**config.mk**
```make
export PLATFORM = sky130hd
export DESIGN_NAME = rom_burst_reader_flat
export DESIGN_NICKNAME = d
export VERILOG_FILES = /design/src/rtl/rom_burst_reader_pkg.sv /design/src/rtl/rom_burst_reader_if.sv /design/src/rtl/rom_burst_reader_rom_array.sv /design/src/rtl/rom_burst_reader.sv /design/src/flat_wrapper.sv
export SDC_FILE = /design/constraint.sdc
export NUM_CORES = 1
export LEC_CHECK = 0
export ABC_AREA = 1
export CORE_MARGIN = 2
export CORE_UTILIZATION = 53
export CTS_CLUSTER_DIAMETER = 200
export DETAILED_ROUTE_END_ITERATION = 10
export PLACE_DENSITY = 0.87
export SLEW_MARGIN = 20
export SYNTH_ARGS = -nofsm -noshare
export SYNTH_HDL_FRONTEND = slang
export SYNTH_HIERARCHICAL = 1
export SYNTH_SLANG_ARGS = --single-unit
```
**constraint.sdc**
```tcl
create_clock -name clk -period 2.16 [get_ports clk]
set_input_delay 0.54 -clock clk [delete_from_list [all_inputs] [get_ports clk]]
set_output_delay 0.54 -clock clk [all_outputs]
set_load 0.005 [all_outputs]
```
**src/rtl/rom_burst_reader_pkg.sv**
```systemverilog
// Shared types and ROM contents for the burst-reading program ROM.
package rom_pkg;

    localparam int unsigned ROM_WORDS = 9;

    localparam logic [7:0] ROM_INIT [ROM_WORDS] = '{
        8'h08, 8'h19, 8'h20, 8'h10, 8'h70, 8'h00, 8'h14, 8'h04, 8'hB2
    };

    typedef enum logic {
        IDLE,
        BURST
    } rom_state_e;

endpackage

```
**src/rtl/rom_burst_reader_if.sv**
```systemverilog
// Request/response bus of the burst ROM reader; master drives requests, slave answers.
interface rom_burst_reader_if #(
    parameter int unsigned ADDR_W = 4,
    parameter int unsigned DATA_W = 8,
    parameter int unsigned BLEN_W = 3
);
    logic              req_valid;
    logic              req_ready;
    logic [ADDR_W-1:0] req_addr;
    logic [BLEN_W-1:0] req_len;
    logic              rsp_valid;
    logic              rsp_ready;
    logic [DATA_W-1:0] rsp_data;
    logic              rsp_err;
    logic              rsp_last;
    logic              busy;

    modport master (
        output req_valid, req_addr, req_len, rsp_ready,
        input  req_ready, rsp_valid, rsp_data, rsp_err, rsp_last, busy
    );

    modport slave (
        input  req_valid, req_addr, req_len, rsp_ready,
        output req_ready, rsp_valid, rsp_data, rsp_err, rsp_last, busy
    );
endinterface

```
**src/rtl/rom_burst_reader_rom_array.sv**
```systemverilog
// Combinational ROM lookup; words at or beyond DEPTH read as zero and flag oor.
module rom_array
    import rom_pkg::*;
#(
    parameter int unsigned ADDR_W = 4,
    parameter int unsigned DATA_W = 8,
    parameter int unsigned DEPTH  = 9
) (
    input  logic [ADDR_W-1:0] addr_i,
    output logic [DATA_W-1:0] data_o,
    output logic              oor_o
);

    always_comb begin
        oor_o  = (int'(addr_i) >= int'(DEPTH));
        data_o = '0;
        // Populated words beyond the init table read as zero
        if (!oor_o && int'(addr_i) < int'(ROM_WORDS)) begin
            data_o = DATA_W'(ROM_INIT[addr_i]);
        end
    end

endmodule

```
**src/rtl/rom_burst_reader.sv**
```systemverilog
// Program ROM with valid/ready request port and a registered, stallable burst response.
module rom_burst_reader
    import rom_pkg::*;
#(
    parameter int unsigned ADDR_W    = 4,
    parameter int unsigned DATA_W    = 8,
    parameter int unsigned DEPTH     = 9,
    parameter int unsigned MAX_BURST = 4,
    parameter int unsigned BLEN_W    = $clog2(MAX_BURST + 1)
) (
    input  logic               clk,
    input  logic               rst,
    rom_burst_reader_if.slave  bus
);

    rom_state_e        state_q, state_d;
    logic [ADDR_W-1:0] addr_q, addr_d;
    logic [BLEN_W-1:0] rem_q, rem_d;
    logic              valid_q, valid_d;
    logic [DATA_W-1:0] data_q, data_d;
    logic              err_q, err_d;
    logic              last_q, last_d;

    logic [ADDR_W-1:0] lk_addr;
    logic [DATA_W-1:0] lk_data;
    logic              lk_oor;
    logic [BLEN_W-1:0] len_eff;
    logic [BLEN_W-1:0] rem_dec;

    rom_array #(
        .ADDR_W (ADDR_W),
        .DATA_W (DATA_W),
        .DEPTH  (DEPTH)
    ) u_rom (
        .addr_i (lk_addr),
        .data_o (lk_data),
        .oor_o  (lk_oor)
    );

    always_comb begin
        if (bus.req_len == '0) begin
            len_eff = BLEN_W'(1);
        end else if (bus.req_len > BLEN_W'(MAX_BURST)) begin
            len_eff = BLEN_W'(MAX_BURST);
        end else begin
            len_eff = bus.req_len;
        end
    end

    // The lookup address is the next word to be registered: the request address
    // in IDLE, the successor of the current word during a burst (wraps naturally).
    always_comb begin
        state_d = state_q;
        addr_d  = addr_q;
        rem_d   = rem_q;
        valid_d = valid_q;
        data_d  = data_q;
        err_d   = err_q;
        last_d  = last_q;
        lk_addr = addr_q + ADDR_W'(1);
        rem_dec = rem_q - BLEN_W'(1);

        case (state_q)
            IDLE: begin
                lk_addr = bus.req_addr;
                if (bus.req_valid) begin
                    state_d = BURST;
                    addr_d  = bus.req_addr;
                    rem_d   = len_eff;
                    valid_d = 1'b1;
                    data_d  = lk_data;
                    err_d   = lk_oor;
                    last_d  = (len_eff == BLEN_W'(1));
                end
            end
            BURST: begin
                if (bus.rsp_ready) begin
                    if (last_q) begin
                        state_d = IDLE;
                        valid_d = 1'b0;
                        data_d  = '0;
                        err_d   = 1'b0;
                        last_d  = 1'b0;
                    end else begin
                        addr_d  = addr_q + ADDR_W'(1);
                        rem_d   = rem_dec;
                        data_d  = lk_data;
                        err_d   = lk_oor;
                        last_d  = (rem_dec == BLEN_W'(1));
                    end
                end
            end
            default: state_d = IDLE;
        endcase
    end

    always_ff @(posedge clk) begin
        if (rst) begin
            state_q <= IDLE;
            addr_q  <= '0;
            rem_q   <= '0;
            valid_q <= 1'b0;
            data_q  <= '0;
            err_q   <= 1'b0;
            last_q  <= 1'b0;
        end else begin
            state_q <= state_d;
            addr_q  <= addr_d;
            rem_q   <= rem_d;
            valid_q <= valid_d;
            data_q  <= data_d;
            err_q   <= err_d;
            last_q  <= last_d;
        end
    end

    assign bus.req_ready = (state_q == IDLE);
    assign bus.busy      = (state_q != IDLE);
    assign bus.rsp_valid = valid_q;
    assign bus.rsp_data  = data_q;
    assign bus.rsp_err   = err_q;
    assign bus.rsp_last  = last_q;

endmodule
```
**src/flat_wrapper.sv**
```systemverilog
// flat-port wrapper written by rule: the top's interface ports become plain ports
module rom_burst_reader_flat import rom_pkg::*;
#(
    parameter int unsigned ADDR_W    = 4,
    parameter int unsigned DATA_W    = 8,
    parameter int unsigned DEPTH     = 9,
    parameter int unsigned MAX_BURST = 4,
    parameter int unsigned BLEN_W    = $clog2(MAX_BURST + 1)
)
  (clk, rst, bus_req_valid, bus_req_addr, bus_req_len, bus_rsp_ready, bus_req_ready, bus_rsp_valid, bus_rsp_data, bus_rsp_err, bus_rsp_last, bus_busy);
  rom_burst_reader_if #(.ADDR_W(ADDR_W), .DATA_W(DATA_W), .BLEN_W(BLEN_W)) bus_i ();
  input  logic clk;
  input  logic rst;
  input wire logic [$bits(bus_i.req_valid)-1:0] bus_req_valid;
  input wire logic [$bits(bus_i.req_addr)-1:0] bus_req_addr;
  input wire logic [$bits(bus_i.req_len)-1:0] bus_req_len;
  input wire logic [$bits(bus_i.rsp_ready)-1:0] bus_rsp_ready;
  output wire logic [$bits(bus_i.req_ready)-1:0] bus_req_ready;
  output wire logic [$bits(bus_i.rsp_valid)-1:0] bus_rsp_valid;
  output wire logic [$bits(bus_i.rsp_data)-1:0] bus_rsp_data;
  output wire logic [$bits(bus_i.rsp_err)-1:0] bus_rsp_err;
  output wire logic [$bits(bus_i.rsp_last)-1:0] bus_rsp_last;
  output wire logic [$bits(bus_i.busy)-1:0] bus_busy;
  assign bus_i.req_valid = bus_req_valid;
  assign bus_i.req_addr = bus_req_addr;
  assign bus_i.req_len = bus_req_len;
  assign bus_i.rsp_ready = bus_rsp_ready;
  assign bus_req_ready = bus_i.req_ready;
  assign bus_rsp_valid = bus_i.rsp_valid;
  assign bus_rsp_data = bus_i.rsp_data;
  assign bus_rsp_err = bus_i.rsp_err;
  assign bus_rsp_last = bus_i.rsp_last;
  assign bus_busy = bus_i.busy;
  rom_burst_reader #(.ADDR_W(ADDR_W), .DATA_W(DATA_W), .DEPTH(DEPTH), .MAX_BURST(MAX_BURST), .BLEN_W(BLEN_W)) u_core (.clk(clk), .rst(rst), .bus(bus_i));
endmodule
```
==> summary.txt, run 1 <==
Placed design
  – Estimated wirelength of the detail-placed design: 1684 um
  – GPL Wtd Cong: 0.8290
  – Dpl cells: 198
  – Buffers added on ports: 23
  – Worst setup timing slack at the placement stage: 200.5 ps

Clock tree
  – Worst-path clk slew: 110 ps
  – Number of sinks on the clock net: 19
  – Maximum buffer depth of the clock tree: 2
  – TritonCTS Buffers: 3
  – Post-CTS Hold Buffers: 0
  – Cell chosen for the clock root: clkbuf_4
  – Post-cts resize count: 0
  – Buffer count from post-CTS setup fixing: 0
  – Worst-Skew Late Latency: 290 ps
  – TritonCTS clock tree: done
  – Number of levels in the clock H-tree: 1

Yosys
  – Register area share after synthesis: 34.08%
  – Number of synthesized register bits: 19
  – Mux share of post-synthesis cell area: 0%
  – Syn avg cell area: 7.343 um2
  – Largest family of logic cells by synthesized area: simple AND/OR/NAND/NOR gates
  – Area share of and/or/nand/nor cells after synthesis: 33.18%
  – Summed instance area of the synthesized netlist: 0.001116 mm2
  – Adder-cell share of the synthesized area: 3.363%
  – Number of different library cells in the post-synthesis netlist: 26
  – Synth Area in Compound Gates: 16.03%
  – YS warnings: 6
  – Xor and xnor fraction of the mapped netlist area: 1.570%
  – Mapped Cells: 152
  – Post-Synthesis Net Count: 166

Timing
  – Total negative slack for setup checks: 0 ps
  – Final period utilization: 85.19%
  – Unrepaired setup endpoints after global routing: false
  – Hold violation total from the final report: 0
  – Clock period minus worst slack: 1840 ps
  – Max frequency: 0.5435 GHz
  – Worst slew margin relative to its limit: 79.80%
  – Max Slew Vio Count: 0
  – Total of endpoints with negative setup slack in the final report: 0
  – Setup clock skew after layout: 3.305 ps
  – Final worst slack: 320.0 ps
  – Slew of the pin with the lowest slew margin: 301.0 ps

Routing
  – Via density per instance: 5.015
  – Length of routed met3 wiring: 104 um
  – First-pass iteration count of the detailed router: 4
  – DRC viols: 0
  – Highest metal layer with signal wires: met3
  – Total number of vias: 1013
  – Routed length on met1: 976 um
  – Routed wire length per instance: 10.62 um
  – Antenna-violating nets left: 0
  – Detail Route met2 WL: 1066 um
  – Final wirelength: 2146 um
  – Initial DRC Count: 39

Floorplan
  – Vertical die dimension: 49.89 um
  – Effective utilization at floorplan: 56.31%
  – Die X: 49.89 um
  – Total die area: 0.002489 mm2
  – IO Pins: 24
  – Placeable core area: 0.001982 mm2
  – Number of rows created at floorplan: 16

Pwr
  – Power per cell area: 654.3 mW/mm2
  – Leakage Power: 0.0005983 uW
  – Worst vdd rail ir drop: 0.0004309 V

Layout
  – Top library cells by usage in the layout, fill and taps aside: 33 x nand2_1, 23 x clkdlybuf4s50_1, 19 x dfxtp_1
  – Antenna Cells: 0
  – Number of nets in the finished design: 190
  – Fraction of layout instances using a drive strength above 1: 22.86%
  – Most common cell after layout, fill and taps aside: nand2_1
  – Area added between synthesis and finish: 22.42%
  – Cell Count, Final, Fillers Out: 202

Global route
  – Global routing usage summed across all routing layers: 19.22%
  – Pin count of the biggest net entering global routing: 17
  – Gr ovfl total: 0
  – Antenna violations before repair: 0
  – Wire length of the first global-routing pass: 3836 um
  – Vias in the first global route: 953

Worst hold path
  – Worst min-delay path category: reg -> reg
  – Worst hold start: u_core/bus.rsp_valid

Setup path
  – Startpoint of the lowest-slack register-to-register path: u_core/addr_q[0]
  – Capture point of the worst path: bus_req_ready
  – End of the worst register-to-register path: u_core/bus.rsp_data[1]
  – Setup slack, reg-to-reg: 640 ps
  – Crit-path cells: inv_4 > clkdlybuf4s50_1
  – Kind of end point of the critical path: output pin
  – Highest fanout seen on the critical path: 11
  – Critical Path AT: 1300 ps
  – Required time at the endpoint of the critical path: 1620 ps
  – Path type of the worst setup path: reg -> out
  – Slowest Stage Delay on Critical Path: 520 ps
  – Number of cells traversed by the worst register-to-register path: 9
  – Startpoint kind of the worst setup timing path: flip-flop
  – Critical path's slowest cell: clkdlybuf4s50_1
  – Critical path launch point: u_core/bus.busy

Outcome
  – Run status: completed

Flow run
  – Number of maximum-capacitance constraint violations: 0
kinds of logic (layout without fill, tap and decap cells):
logic type / Yosys count / in the layout
AOI/OAI and AO/OA: 29 / 29
adders and majority gates: 3 / 3
DFF: 19 / 19
and+or+nand+nor: 74 / 74
xor gates and xnor gates: 2 / 2
buffers and inverters: 25 / 48
per-stage QoR:
step | instance area, um2 | hold slack [ps] | total power [uW] | util [%]
floorplan | 1116 | 448.2 | 643.7 | -
global placement | 1339 | 458.8 | 713.5 | 67.55
detailed placement | 1339 | 464.2 | 726.0 | 67.55
CTS | 1366 | 479.8 | 902.2 | 68.94
global route | 1366 | 502.6 | 958.7 | 68.94
finish | 1366 | 481.0 | 894.0 | 68.94
worst min-delay path by stage:
stage / slack, ps / to / cells after the start
5_1_grt: 500 / u_core/bus.rsp_valid / 2
6_report: 480 / u_core/bus.rsp_valid / 2
3_5_place_dp: 460 / u_core/bus.rsp_valid / 2
2_1_floorplan: 450 / u_core/rem_q[1] / 2
3_3_place_gp: 460 / u_core/bus.rsp_valid / 2
4_1_cts: 480 / u_core/bus.rsp_valid / 2
state kept, by name (all words and copies together) (netlist names):
name and count:
u_core/bus.rsp_last 1, u_core/bus.rsp_valid 1, u_core/rem_q 3, u_core/addr_q 4, u_core/bus.rsp_data 8, u_core/bus.rsp_err 1, u_core/bus.busy 1
critical path, delay by kind of cell, from the launching register on:
kind,cells,cell delay (ps)
buffers and inverters,2,650
flip-flops,1,360
synth_stat cells:
cell / number / share of area [%]
dfxtp_1: 19 / 34
buf_6: 2 / 2.0
inv_1: 14 / 4.7
nand4_1: 1 / 0.56
nand2_1: 33 / 11
nor2_2: 1 / 0.56
buf_4: 2 / 1.3
o21ai_0: 9 / 4.0
buf_1: 1 / 0.34
xnor2_1: 1 / 0.78
nor3_1: 1 / 0.45
nand2_2: 14 / 7.8
clkinv_2: 1 / 0.45
inv_4: 1 / 0.56
nand3_2: 1 / 0.90
a21oi_2: 9 / 7.1
buf_8: 1 / 1.3
inv_2: 3 / 1.0
nor2_1: 14 / 4.7
o21ai_1: 2 / 0.90
xor2_1: 1 / 0.78
ha_1: 3 / 3.4
nor2_8: 1 / 1.8
nand2_4: 3 / 3.0
a21oi_1: 9 / 4.0
nand3_1: 5 / 2.2
final cells by class:
class / count / area [um2]
inverters: 19 / 75.07
repair buffers: 25 / 245.2
well taps: 27 / 33.78
clock buffers: 3 / 22.52
fillers: 160 / 615.6
flip-flops and latches: 19 / 380.4
multi-input cells: 108 / 604.3
clock inverters: 1 / 5.005
routing by layer:
layer	vias up	GRT usage, %
li1	525	-
met4	0	4.167
met5	-	0
met2	31	34.44
met3	0	2.727
met1	457	24.20
where the power goes:
group / switching, uW / internal, uW / total [uW]
sequential: 26.0 / 386 / 412
combinational: 176 / 131 / 307
clock: 107 / 68.8 / 175
No activity file was read; power rests on OpenSTA's default activity.
==> inputs of run 2 (changes only) <==
- CORE_UTILIZATION: 53 -> 40
- PLACE_DENSITY: 0.87 -> 0.69
- TNS_END_PERCENT: default -> 100
==> run 2 against run 1 <==
Core utilization fell by 18 points. Cell area is 0.37% higher. First-iteration DRC count increased by 28%. Clock-buffer cell count stayed put. Register-to-register slack hardly changed. Total power grew 1.2%. Setup slack worse by 24 ps. Non-clock buffer count stayed put. Fmax is 1.3% lower. Critical path depth stayed put.
==> summary.txt, run 2 (synthesized netlist as in run 1, its figures left out) <==
Routing
  – Total number of vias: 1018
  – Initial DRC Count: 50
  – Final wirelength: 2263 um
  – First-pass iteration count of the detailed router: 4
  – Routed wire length per instance: 10.99 um
  – Via density per instance: 4.942
  – DRC viols: 0
  – Antenna-violating nets left: 0

Global route
  – Wire length of the first global-routing pass: 3988 um
  – Met2 Usage GRT: 24.58%
  – Antenna violations before repair: 0
  – Global routing usage summed across all routing layers: 15.49%
  – Met3 usage in global routing: 4.839%
  – Layer carrying the most global-route usage: met2
  – Global-route met1 utilization: 19.72%
  – Vias in the first global route: 955
  – Gr ovfl total: 0
  – Pin count of the biggest net entering global routing: 17

Floorplan
  – Number of rows created at floorplan: 19
  – Effective utilization at floorplan: 41.18%
  – Placeable core area: 0.002710 mm2
  – Die X: 56.82 um
  – IO Pins: 24
  – Total die area: 0.003229 mm2
  – Vertical die dimension: 56.82 um

Timing
  – Clock period minus worst slack: 1864 ps
  – Hold violation total from the final report: 0
  – Slew of the pin with the lowest slew margin: 300.5 ps
  – Final period utilization: 86.32%
  – Total negative slack for setup checks: 0 ps
  – Max Slew Vio Count: 0
  – Total of endpoints with negative setup slack in the final report: 0
  – Worst slew margin relative to its limit: 79.83%
  – Max frequency: 0.5364 GHz
  – Setup clock skew after layout: 5.992 ps
  – Unrepaired setup endpoints after global routing: false

Layout
  – Max FFs per register: 8
  – Filler Cells Inserted: 293
  – Cell Count, Final, Fillers Out: 206
  – Top library cells by usage in the layout, fill and taps aside: 33 x nand2_1, 23 x clkdlybuf4s50_1, 19 x dfxtp_1
  – Total area of multi-input combinational cells: 604.3 um2
  – Share of the core filled with cells in the final layout: 50.60%
  – Number of nets in the finished design: 190
  – Seq. cell area: 380.4 um2
  – Area added between synthesis and finish: 22.87%
  – Most common cell after layout, fill and taps aside: nand2_1
  – Antenna Cells: 0
  – Fraction of layout instances using a drive strength above 1: 22.86%

Clock tree
  – TritonCTS clock tree: done
  – Number of levels in the clock H-tree: 1
  – Cell chosen for the clock root: clkbuf_4
  – Post-CTS Hold Buffers: 0
  – Number of sinks on the clock net: 19
  – Worst-Skew Late Latency: 300 ps
  – Worst-path clk slew: 120 ps
  – Post-cts resize count: 0
  – Maximum buffer depth of the clock tree: 2
  – Buffer count from post-CTS setup fixing: 0
  – TritonCTS Buffers: 3

Pwr
  – Switching power as a share of total power: 35.26%
  – P_sw: 318.9 uW
  – Internal cell power: 585.5 uW
  – Leakage Power: 0.0005983 uW
  – Worst vdd rail ir drop: 0.0004084 V
  – Proportion of power drawn by the clock network: 20.7%
  – Combinational Power Share: 33.7%
  – Power per cell area: 659.5 mW/mm2
  – Sequential cell fraction of total power: 45.6%

Placed design
  – Estimated wirelength of the detail-placed design: 1729 um
  – GPL Wtd Cong: 0.8217
  – Buffers added on ports: 23
  – Dpl cells: 202

Setup path
  – Path type of the worst setup path: reg -> out
  – Critical path launch point: u_core/bus.busy
  – Critical Path AT: 1320 ps
  – Startpoint of the lowest-slack register-to-register path: u_core/addr_q[0]
  – Startpoint kind of the worst setup timing path: flip-flop
  – Highest fanout seen on the critical path: 11
  – Required time at the endpoint of the critical path: 1620 ps
  – Kind of end point of the critical path: output pin

Worst hold path
  – Worst hold start: u_core/bus.rsp_valid
  – Worst min-delay path category: reg -> reg

Outcome
  – Run status: completed

Flow run
  – Number of maximum-capacitance constraint violations: 0
-- run 2: cell counts in the layout (fill, tap and decap cells not counted) --
Identical to the previous run, type by type.
-- run 2: power groups by stage --
stage | sequential [uW] | clock, uW | combinational [uW]
after floorplan | 416 | 0 | 228
after global routing | 417 | 213 | 343
after CTS | 413 | 195 | 307
after global placement | 418 | 0 | 298
final | 412 | 187 | 305
after detailed placement | 420 | 0 | 306
-- run 2: final timing paths --
| check | to | slack [ps] | cells after the start |
|---|---|---|---|
| setup reg to reg | u_core/bus.rsp_data[2] | 640 | 8 |
| hold reg to reg | u_core/bus.rsp_valid | 480 | 2 |
| setup / recovery | bus_req_ready | 300 | 2 |
| hold / removal | u_core/bus.rsp_valid | 480 | 2 |
-- run 2: through the flow --
stage	total power [uW]	hold slack [ps]	instance area, um2	setup WS, ps
floorplan	643.7	448.2	1116	722.8
global placement	715.8	459.1	1344	286.3
detailed placement	726.7	466.4	1344	241.3
CTS	915.2	483.9	1371	264.2
global route	973.1	503.4	1371	207.3
finish	904.4	483.3	1371	295.6
-- run 2: final cells by class --
class                      count  area share, %
multi-input combinational    108          44.07
sequential                    19          27.74
timing repair buffer          25          17.88
inverter                      19          5.474
tap                           31          2.828
clock buffer                   3          1.642
clock inverter                 1         0.3650
-- run 2: layer usage --
metal	vias up	part of all wire [%]
met5	-	0
met4	0	1.0
met3	4	4.7
met2	29	48
met1	462	46
li1	523	-
-- run 2: worst max-delay path, stage by stage, from the launching register on --
cell and delay [ps]:
dfxtp_1 370, inv_4 140, clkdlybuf4s50_1 510
==> inputs of run 3 (changes only) <==
- SLEW_MARGIN: 20 -> 30
==> results of run 3 <==
Same layout as run 2: the final DEF is identical, and so are final timing and power.
